`src/rtl/enc_pkg.sv`:
```
// rtl/enc_pkg.sv - shared constants, output-stage states and lowest-index helper
package enc_pkg;

   localparam int NUM_IN = 8;
   localparam int CODE_W = 3;

   typedef enum logic {
      ST_EMPTY = 1'b0,
      ST_FULL  = 1'b1
   } out_state_t;

   // Lowest set index wins; an all-zero vector yields 0.
   function automatic logic [CODE_W-1:0] lsb_index(input logic [0:NUM_IN-1] v);
      lsb_index = '0;
      for (int i = NUM_IN - 1; i >= 0; i--) begin
         if (v[i]) lsb_index = CODE_W'(i);
      end
   endfunction

endpackage

```
`src/rtl/prio_enc_8_3.sv`:
```
// rtl/prio_enc_8_3.sv - combinational lowest-index priority encoder
module prio_enc_8_3
   import enc_pkg::*;
(
   input  logic [0:7] req,
   output logic [2:0] code,
   output logic       any
);

   assign code = lsb_index(req);
   assign any  = |req;

endmodule

```
`src/rtl/enc_8_3_evt.sv`:
```
// rtl/enc_8_3_evt.sv - event-driven 8-to-3 encoder with pending queue and valid/ready output
module enc_8_3_evt
   import enc_pkg::*;
(
   input  logic       clk,
   input  logic       rst_n,
   input  logic [0:7] d,
   input  logic       En,
   output logic [2:0] a,
   output logic       valid,
   input  logic       ready,
   output logic       ovf,
   input  logic       ovf_clr,
   output logic       busy
);

   out_state_t state;
   out_state_t state_nxt;
   logic [0:7] d_q;
   logic [0:7] pending;
   logic [0:7] rise;
   logic [0:7] take;
   logic [2:0] code;
   logic       any;
   logic       load;
   logic       grant;

   prio_enc_8_3 u_prio (
      .req  (pending),
      .code (code),
      .any  (any)
   );

   // d_q tracks d even while disabled so re-enabling cannot fire a stale edge.
   assign rise = d & ~d_q & {8{En}};
   assign busy = (|pending) | valid;

   always_ff @(posedge clk or negedge rst_n) begin
      if (!rst_n) begin
         d_q     <= '0;
         pending <= '0;
         ovf     <= 1'b0;
      end else begin
         d_q     <= d;
         pending <= (pending & ~take) | rise;
         if (|(rise & pending & ~take)) ovf <= 1'b1;
         else if (ovf_clr)              ovf <= 1'b0;
      end
   end

   always_ff @(posedge clk or negedge rst_n) begin
      if (!rst_n) state <= ST_EMPTY;
      else        state <= state_nxt;
   end

   always_comb begin
      load      = (state == ST_EMPTY) || ready;
      state_nxt = state;
      if (load) state_nxt = any ? ST_FULL : ST_EMPTY;
   end

   always_comb begin
      valid = (state == ST_FULL);
      grant = load && any;
      take  = '0;
      for (int i = 0; i < NUM_IN; i++) begin
         take[i] = grant && (code == CODE_W'(i));
      end
   end

   // The code holds its last value when the slot drains empty.
   always_ff @(posedge clk or negedge rst_n) begin
      if (!rst_n)     a <= '0;
      else if (grant) a <= code;
   end

endmodule

```
`config.mk`:
```
export PLATFORM = sky130hd
export DESIGN_NAME = enc_8_3_evt
export DESIGN_NICKNAME = d
export VERILOG_FILES = /design/src/rtl/enc_pkg.sv /design/src/rtl/prio_enc_8_3.sv /design/src/rtl/enc_8_3_evt.sv
export SDC_FILE = /design/constraint.sdc
export NUM_CORES = 1
export LEC_CHECK = 0
export ABC_AREA = 1
export BUFFER_PORTS_ARGS = -buffer_cell sky130_fd_sc_hd__buf_2
export CAP_MARGIN = 10
export CORE_ASPECT_RATIO = 0.75
export CORE_MARGIN = 1
export CORE_UTILIZATION = 40
export CTS_BUF_LIST = sky130_fd_sc_hd__clkbuf_4
export DETAILED_ROUTE_END_ITERATION = 12
export GPL_ROUTABILITY_DRIVEN = 1
export PLACE_DENSITY = 0.69
export SLEW_MARGIN = 20
export SYNTH_ARGS = -nofsm -noshare
export SYNTH_HDL_FRONTEND = slang
export SYNTH_HIERARCHICAL = 1
export SYNTH_SLANG_ARGS = --single-unit
```
`constraint.sdc`:
```
create_clock -name clk -period 4.2 [get_ports clk]
set_clock_uncertainty 0.1 [all_clocks]
set_input_delay 0.63 -clock clk [delete_from_list [all_inputs] [get_ports clk]]
set_output_delay 0.63 -clock clk [all_outputs]
set_load 0.05 [all_outputs]
```
==> flow_summary.json <==
{
  "avgSynthCellArea_um2": 7.24,
  "power.density_nw_per_um2": 529,
  "max_cap_viol_count": 0,
  "wl_per_cell_um": 10.2,
  "critPathKind": "flop to output pin",
  "ctsResizeCount": 0,
  "area_growth_pct": 15.5,
  "timing.final.crit_share_pct": 49.9,
  "row_count": 15,
  "clock-sinks": 21,
  "setup_violations": 0,
  "htree_levels": 1,
  "ys_types": 15,
  "cts_tree": "yes",
  "nets": 179,
  "stdcell_count": 199,
  "via_per_inst": 4.53,
  "core_um2": 2360,
  "antenna_found_initial": 0,
  "synth.area.top_cells": "dfrtp_1 51%, nand2_1 20%, inv_1 8.7%, nor2_1 8.7%, nand3_1 1.9%",
  "cts_buffers": 3,
  "max_freq_ghz": 0.477,
  "seq_area_frac_synth_pct": 50.8,
  "detailed_place_hpwl_um": 1590,
  "cts.path.max_buffers": 2,
  "clock_latency_ns": 0.31,
  "cts_root_buf": "clkbuf_4",
  "syn_area_um2": 1030,
  "layout.cells.most_common": "nand2_1",
  "leakage_nw": 0.685,
  "grt_overflow": 0,
  "start_util_pct": 43.8,
  "drtIter0Drc": 56,
  "end_kind": "output pin",
  "final_antenna_net_count": 0,
  "port_buffers": 18,
  "syn_nets": 156,
  "grt_max_degree": 22,
  "slew_violations": 0,
  "layout_setup_ws_ns": 2.10,
  "final_cell_mix": "55 x nand2_1, 24 x inv_1, 24 x nor2_1",
  "die_w_um": 60.7,
  "peakVddDrop_mv": 0.207,
  "cp_max_fo": 4,
  "cp-start-kind": "flop",
  "ios": 19,
  "max_stage_delay_ns": 0.45,
  "dr.pass1.iters": 7,
  "setup_tns_ns": 0,
  "worstMarginPinSlew_ns": 0.459,
  "path_cells": "nor4_1 > nand4_1 > buf_2",
  "holdBufCountCts": 0,
  "yosysWarnings": 6,
  "clkTransAtPathRegs_ns": 0.12,
  "dp.cells": 195,
  "dieArea_um2": 2800,
  "diodes": 0,
  "min_path_type": "primary input to async pin",
  "cts_setup_buffers": 0,
  "crit_arrival_ns": 1.37,
  "place.gp.congestion": 0.889,
  "drive_gt1_share_pct": 14.5,
  "synth_area_leader_cell": "dfrtp_1",
  "grt_pass1_wl_um": 3350,
  "wirelength_um": 2030,
  "place_ws_ns": 2.41,
  "netlist_instances": 143,
  "drc": 0,
  "grt_pass1_vias": 758,
  "required_ns": 3.47,
  "grt_usage_pct": 17.1,
  "grt_setup_unrepaired": "false",
  "dr_total_vias": 902,
  "slowest_stage": "dfrtp_1",
  "layout_min_cycle_time_ns": 2.10,
  "status": "completed",
  "hold_violations": 0,
  "synth_seq_cells": 21,
  "p_total_w": 0.000632,
  "dieHeight_um": 46.0,
  "relSlewSlack_pct": 69.4,
  "netlist.area_leader.share_pct": 50.8
}
==> cells in the mapped netlist <==
library cell / instances
nor4_1: 1
nor3_2: 1
nand3b_1: 2
nand3_1: 4
a21oi_1: 1
nand4_1: 2
nor2_1: 24
nor3_1: 1
a31oi_1: 1
a21oi_4: 1
dfrtp_1: 21
inv_1: 24
nand2_1: 55
or2_1: 1
o21ai_0: 4
==> power by group <==
part	leakage, nW	internal [W]	switching (W)
clock	0.0177	0.0000356	0.0000606
sequential	0.234	0.000246	0.0000422
combinational	0.433	0.0000692	0.000178
total	0.685	0.000351	0.000281
==> critical path, delay by kind of cell (launching register included) <==
family	cells	cell delay, ns
flip-flops	1	0.45
AND/OR/NAND/NOR	2	0.39
buffers and inverters	1	0.23
==> through the flow <==
step                      hold WS [ns]  cell area [um2]  utilization (%)
after floorplan                  0.234             1030                -
after detailed placement         0.357             1170             49.4
after global placement           0.346             1170             49.4
after CTS                        0.157             1190             50.5
after global routing             0.180             1190             50.5
final                            0.157             1190             50.5
==> sequential cells by signal, indices dropped and copies added (netlist names) <==
name	flops
ovf	1
valid	1
a	3
d_q	8
pending	8
==> metal layers <==
layer	wire (um)	vias up	global-route usage, %
met4	21	0	4.09
li1	-	478	-
met5	0	-	0
met2	821	35	24.2
met1	1090	385	24.8
met3	102	4	5.97
==> final cells by class <==
class	instances	area [um2]
Clock inverter	1	5.00
Tap cell	34	42.5
Sequential cell	21	526
Multi-Input combinational cell	98	419
Inverter	24	90.1
Timing Repair Buffer	18	90.1
Fill cell	246	1170
Clock buffer	3	22.5
==> worst paths after layout <==
path	startpoint	to	slack, ns	cells past startpoint
worst max-delay path	valid$_DFFE_PN0N_	busy	2.10	3
worst min-delay path	rst_n	d_q[7]$_DFF_PN0_	0.16	1
worst max register to register	pending[0]$_DFF_PN0_	ovf$_DFFE_PN0P_	2.37	10
worst min register to register	d_q[7]$_DFF_PN0_	pending[7]$_DFF_PN0_	0.38	1
max in group asynchronous	rst_n	d_q[5]$_DFF_PN0_	3.53	1
min in group clk	d[7]	d_q[7]$_DFF_PN0_	0.33	1
==> cell families (layout without fill, tap and decap cells) <==
family	count (synthesis)	in the layout	share of synthesized area, %
DFF	21	21	50.8
AOI/OAI and AO/OA	7	7	4.60
and+or+nand+nor	91	91	35.9
buffers and inverters	24	46	8.71
(Power assumes the default switching activity.)
